### src/rtl/i2c_reg_ctrl.sv
// rtl/i2c_reg_ctrl.sv - I2C register read/write sequencer driving a byte-level bit-shift stage
// Turns single register requests into START/address/data/STOP byte commands.
module i2c_reg_ctrl #(
   parameter logic [6:0] DEV_ADDR = 7'h50
) (
   input  logic        Clk,
   input  logic        Rst_n,
   input  logic        wrreg_req,
   input  logic        rdreg_req,
   input  logic [15:0] addr,
   input  logic        addr_mode,
   input  logic [7:0]  wrdata,
   output logic [7:0]  rddata,
   output logic        RW_Done,
   output logic        ack,
   output logic        busy,
   output logic [5:0]  Cmd,
   output logic        Go,
   output logic [7:0]  Tx_DATA,
   input  logic [7:0]  Rx_DATA,
   input  logic        Trans_Done,
   input  logic        ack_o
);

   localparam logic [5:0] CMD_WR   = 6'b000001;
   localparam logic [5:0] CMD_STA  = 6'b000010;
   localparam logic [5:0] CMD_RD   = 6'b000100;
   localparam logic [5:0] CMD_STO  = 6'b001000;
   localparam logic [5:0] CMD_NACK = 6'b100000;

   typedef enum logic [1:0] {
      S_IDLE  = 2'd0,
      S_ISSUE = 2'd1,
      S_WAIT  = 2'd2,
      S_DONE  = 2'd3
   } state_t;

   state_t      state_q, state_d;
   logic [2:0]  idx_q, idx_d;
   logic        rd_mode_q, rd_mode_d;
   logic        mode16_q, mode16_d;
   logic [15:0] addr_q, addr_d;
   logic [7:0]  wrdata_q, wrdata_d;
   logic [7:0]  rddata_q, rddata_d;
   logic        ack_q, ack_d;

   logic [2:0]  step;
   logic [5:0]  cmd_cur;
   logic [7:0]  tx_cur;
   logic        last_byte;

   // Map the byte index onto a logical step; 8-bit addressing skips the high address byte.
   always_comb begin
      step = idx_q;
      if (!mode16_q && (idx_q != 3'd0)) begin
         step = idx_q + 3'd1;
      end
   end

   always_comb begin
      cmd_cur   = 6'b0;
      tx_cur    = 8'h00;
      last_byte = 1'b0;
      case (step)
         3'd0: begin
            cmd_cur = CMD_STA | CMD_WR;
            tx_cur  = {DEV_ADDR, 1'b0};
         end
         3'd1: begin
            cmd_cur = CMD_WR;
            tx_cur  = addr_q[15:8];
         end
         3'd2: begin
            cmd_cur = CMD_WR;
            tx_cur  = addr_q[7:0];
         end
         3'd3: begin
            if (rd_mode_q) begin
               cmd_cur = CMD_STA | CMD_WR;
               tx_cur  = {DEV_ADDR, 1'b1};
            end else begin
               cmd_cur   = CMD_WR | CMD_STO;
               tx_cur    = wrdata_q;
               last_byte = 1'b1;
            end
         end
         default: begin
            cmd_cur   = CMD_RD | CMD_NACK | CMD_STO;
            tx_cur    = 8'h00;
            last_byte = 1'b1;
         end
      endcase
   end

   always_comb begin
      state_d   = state_q;
      idx_d     = idx_q;
      rd_mode_d = rd_mode_q;
      mode16_d  = mode16_q;
      addr_d    = addr_q;
      wrdata_d  = wrdata_q;
      rddata_d  = rddata_q;
      ack_d     = ack_q;
      case (state_q)
         S_IDLE: begin
            if (wrreg_req || rdreg_req) begin
               rd_mode_d = !wrreg_req;
               mode16_d  = addr_mode;
               addr_d    = addr;
               wrdata_d  = wrdata;
               ack_d     = 1'b0;
               idx_d     = 3'd0;
               state_d   = S_ISSUE;
            end
         end
         S_ISSUE: begin
            state_d = S_WAIT;
         end
         S_WAIT: begin
            if (Trans_Done) begin
               if (cmd_cur[0]) begin
                  ack_d = ack_q | ack_o;
               end
               if (cmd_cur[2]) begin
                  rddata_d = Rx_DATA;
               end
               if (last_byte) begin
                  state_d = S_DONE;
               end else begin
                  idx_d   = idx_q + 3'd1;
                  state_d = S_ISSUE;
               end
            end
         end
         default: begin
            idx_d   = 3'd0;
            state_d = S_IDLE;
         end
      endcase
   end

   always_ff @(posedge Clk or negedge Rst_n) begin
      if (!Rst_n) begin
         state_q   <= S_IDLE;
         idx_q     <= 3'd0;
         rd_mode_q <= 1'b0;
         mode16_q  <= 1'b0;
         addr_q    <= 16'h0000;
         wrdata_q  <= 8'h00;
         rddata_q  <= 8'h00;
         ack_q     <= 1'b0;
      end else begin
         state_q   <= state_d;
         idx_q     <= idx_d;
         rd_mode_q <= rd_mode_d;
         mode16_q  <= mode16_d;
         addr_q    <= addr_d;
         wrdata_q  <= wrdata_d;
         rddata_q  <= rddata_d;
         ack_q     <= ack_d;
      end
   end

   // Byte outputs derive from the registered state so they hold steady across WAIT.
   assign Go      = (state_q == S_ISSUE);
   assign Cmd     = ((state_q == S_ISSUE) || (state_q == S_WAIT)) ? cmd_cur : 6'b0;
   assign Tx_DATA = ((state_q == S_ISSUE) || (state_q == S_WAIT)) ? tx_cur : 8'h00;
   assign RW_Done = (state_q == S_DONE);
   assign busy    = (state_q != S_IDLE);
   assign ack     = ack_q;
   assign rddata  = rddata_q;

endmodule

### config.mk
export PLATFORM = sky130hd
export DESIGN_NAME = i2c_reg_ctrl
export DESIGN_NICKNAME = d
export VERILOG_FILES = /design/src/rtl/i2c_reg_ctrl.sv
export SDC_FILE = /design/constraint.sdc
export NUM_CORES = 1
export LEC_CHECK = 0
export ABC_AREA = 1
export BUFFER_PORTS_ARGS = -buffer_cell sky130_fd_sc_hd__buf_2
export CAP_MARGIN = 20
export CORE_MARGIN = 2
export CORE_UTILIZATION = 46
export DETAILED_ROUTE_END_ITERATION = 6
export PLACE_DENSITY = 0.74
export SLEW_MARGIN = 25
export SYNTH_ARGS = -nofsm -noshare
export SYNTH_HDL_FRONTEND = slang
export SYNTH_SLANG_ARGS = --single-unit
### constraint.sdc
create_clock -name Clk -period 1.6 [get_ports Clk]
set_input_delay 0.16 -clock Clk [delete_from_list [all_inputs] [get_ports Clk]]
set_output_delay 0.16 -clock Clk [all_outputs]
set_load 0.05 [all_outputs]
==> results by group <==
Clock network
  • Bufs on Longest Clock Path: 2
  • Clock latency on the worst-skew pair: 0.30 ns
  • Root buf cell: clkbuf_8
  • TritonCTS Buffers: 5
  • CTS tree: done
  • Num Clock Sinks: 40
  • # H-tree levels: 2
  • Reg clk slew, reported paths: 0.08 ns

Floorplanning
  • Initial Util: between 40% and 50%
  • DIE AREA: 5270 µm²
  • Die width: ~73 µm
  • I/O Pins: 65
  • Core area: 4440 µm²
  • Die H: just over 70 µm
  • Rows: 24

Global routing
  • Met2 GRT Util: 39.7%
  • Met1 usage: 31.4%
  • Busiest layer in global routing: met2
  • Pin count of the biggest net entering global routing: just over 40
  • Vias in the first global route: about 2100
  • Global Route Usage Sum: 24.1%
  • First-pass GRT wire length: approximately 9600 µm
  • Antenna violations before repair: 0
  • Met3 usage: 4.42%
  • Grt ovf: 0

Route
  • DR DRC count: 0
  • Drt first pass iters: 4
  • Vias per inst: 5.10
  • Routed vias: around 2100
  • Routed Antenna Nets: 0
  • Iteration-0 DRC Markers: 167
  • Avg WL per Cell: roughly 15 µm
  • WL final: 6150 µm

Synth
  • Post-synth EDFFs: 0
  • Syn Inst Count: 263
  • Synth warn: 0
  • Flops & latches, synth: 40
  • Avg Inst Size Synth: 8.23 µm²
  • Async set-reset flop share out of synthesis: 100%
  • Register area share after synthesis: 46.2%
  • Mapped Area: 2160 µm²
  • Synth unique cells: 28
  • Primary FF master, synth: dfrtp_1
  • Post-synth net total: just over 300

Critical path
  • Critical path peak fanout: 6
  • Crit end category: output pin
  • Critical Path AT: ~2.2 ns
  • Kind of critical path: reg -> out
  • CP required: 1.44 ns
  • Critical path startpoint category: flop

Placed design
  • Dpl ws: -0.426 ns
  • Final GP Congestion: 0.835
  • Post-DP HPWL: 3750 µm
  • PortBufs: 63

Timing
  • Final worst-path cycle share: 144%
  • FMAX: roughly 0.43 GHz
  • Final hold violations: 0
  • Clk_skew: 0.00558 ns
  • Worst slew pin tran: slightly above 0.5 ns
  • RSZ-0062 raised after global routing: yes
  • Final setup viols: 26
  • Hold_ws: 0.0519 ns
  • Minimum clock period: 2.31 ns
  • PnR worst setup slack: -0.706 ns
  • Max Slew Vio Count: 0
  • Slew HR: around two thirds

Worst hold path
  • Worst Hold Class: in -> reg

Flow run
  • Max-cap violations: 0

Finish
  • Nets: between 400 and 500
  • Share of layout cells above drive strength 1: approximately half
  • Antenna cells: 0
  • Area delta synth->final: 50.2%

Power and ir drop
  • PD cells: 2000 nW/µm²
  • Worst vdd ir: 0.00125 V
  • Leakage power: 1.76 nW

Status
  • Status: finished with violations
  • Violated checks: negative setup slack
[per-layer routing]
| layer | share of wire [%] | wire length [µm] |
|---|---|---|
| met2 | 52 | 3190 |
| met5 | 0 | 0 |
| met4 | 2.1 | 129 |
| met3 | 5.7 | 348 |
| met1 | 40 | 2480 |
[worst paths after layout]
kind	from	end	slack [ns]	cells past startpoint
max in group asynchronous	Rst_n	idx_q[1]$_DFFE_PN0P_	0.79	3
setup / recovery	idx_q[0]$_DFFE_PN0P_	Tx_DATA[4]	-0.71	12
hold / removal	addr[5]	addr_q[5]$_DFFE_PN0P_	0.05	3
setup reg to reg	idx_q[0]$_DFFE_PN0P_	rddata[4]$_DFFE_PN0P_	-0.47	11
hold reg to reg	addr_q[15]$_DFFE_PN0P_	addr_q[15]$_DFFE_PN0P_	0.48	2
min in group asynchronous	Rst_n	rddata[1]$_DFFE_PN0P_	0.44	3
[area by class of cell]
type | count | area, µm²
timing repair buffer | 99 | 729
sequential | 40 | 1000
tap | 52 | 65.1
clock buffer | 6 | 72.6
fill | 318 | 1190
clock inverter | 2 | 35.0
inverter | 28 | 144
multi-input combinational | 186 | 1200
[synth_stat cells (5+ instances only)]
cell type | count | area, µm²
dfrtp_1 | 40 | 1000
ha_1 | 6 | 75.1
inv_1 | 26 | 97.6
mux2_4 | 8 | 120
nand2_1 | 115 | 432
nand2_2 | 5 | 31.3
nand3_1 | 16 | 80.1
nor2_1 | 5 | 18.8
o21ai_0 | 7 | 35.0
[what timing repair did]
| action | 4_1_cts | 5_1_grt |
|---|---|---|
| gates cloned | 0 | 0 |
| buffers inserted | 6 | 6 |
| gates resized for setup | 58 | 19 |
| hold buffers | 1 | 0 |
| endpoints found under the setup margin | 26 | 30 |
| endpoints found under the hold margin | 40 | 0 |
| pin swaps | 23 | 10 |
[flip-flops by register name (all words and copies together) (netlist names)]
signal and cells:
wrdata_q 8, rd_mode_q 1, mode16_q 1, rddata 8
state_q 2, ack 1, idx_q 3, addr_q 16
[power breakdown]
group,leakage (nW),total (mW),switching [mW],internal [mW]
Clock,0.0552,0.834,0.371,0.463
Combinational,1.20,3.97,2.51,1.47
Sequential,0.508,1.68,0.288,1.40
Total,1.76,6.49,3.17,3.32
[layout by cell type, fill, tap and decap left out, types with 2 or more instances in the layout]
master        n
nand3_2       9
dfrtp_1      39
nand2_4       9
nor2_4        3
inv_4         2
buf_6        13
a22oi_2       2
nand2_2      11
buf_8         8
o21ai_0       5
buf_2        50
nand3_4       2
o21ai_1       4
clkinvlp_4    9
nand2_1     103
mux2_4        8
nand4_1       3
a21oi_4       2
nor2_1        2
inv_1        13
ha_1          3
inv_2         4
nor2_2        2
clkbuf_8      5
buf_4        27
ha_4          2
nand3_1       7
[logic make-up after synthesis]
group,share of synthesized area (%)
other,0.173
muxes,5.55
adders and majority gates,3.47
AOI/OAI and AO/OA,5.72
buffers and inverters,7.11
and+or+nand+nor,31.7
DFF,46.2
[per-stage QoR]
step | area (µm²) | util (%) | TNS [ns] | instances | total power [mW]
3_5_place_dp | 2770 | 62.4 | -7.31 | 392 | 4.86
3_3_place_gp | 2770 | 62.4 | -6.62 | 392 | 4.79
6_report | 3250 | 73.1 | -13.62 | 413 | 6.49
2_1_floorplan | 2280 | - | -2.14 | 263 | 4.04
4_1_cts | 3140 | 70.7 | -10.81 | 407 | 6.23
5_1_grt | 3250 | 73.1 | -16.34 | 413 | 6.87
[worst max-delay path: stages, from the launching register on]
cell and delay (ns):
dfrtp_1 0.41, inv_2 0.07, ha_4 0.17, nand2_4 0.08, nand2_4 0.08, nand2_4 0.08
nand2_4 0.09, nor3_4 0.34, nand2_1 0.13, nand3_2 0.10, nand2_2 0.07, clkinvlp_4 0.09
buf_8 0.14
(Power assumes the default switching activity.)
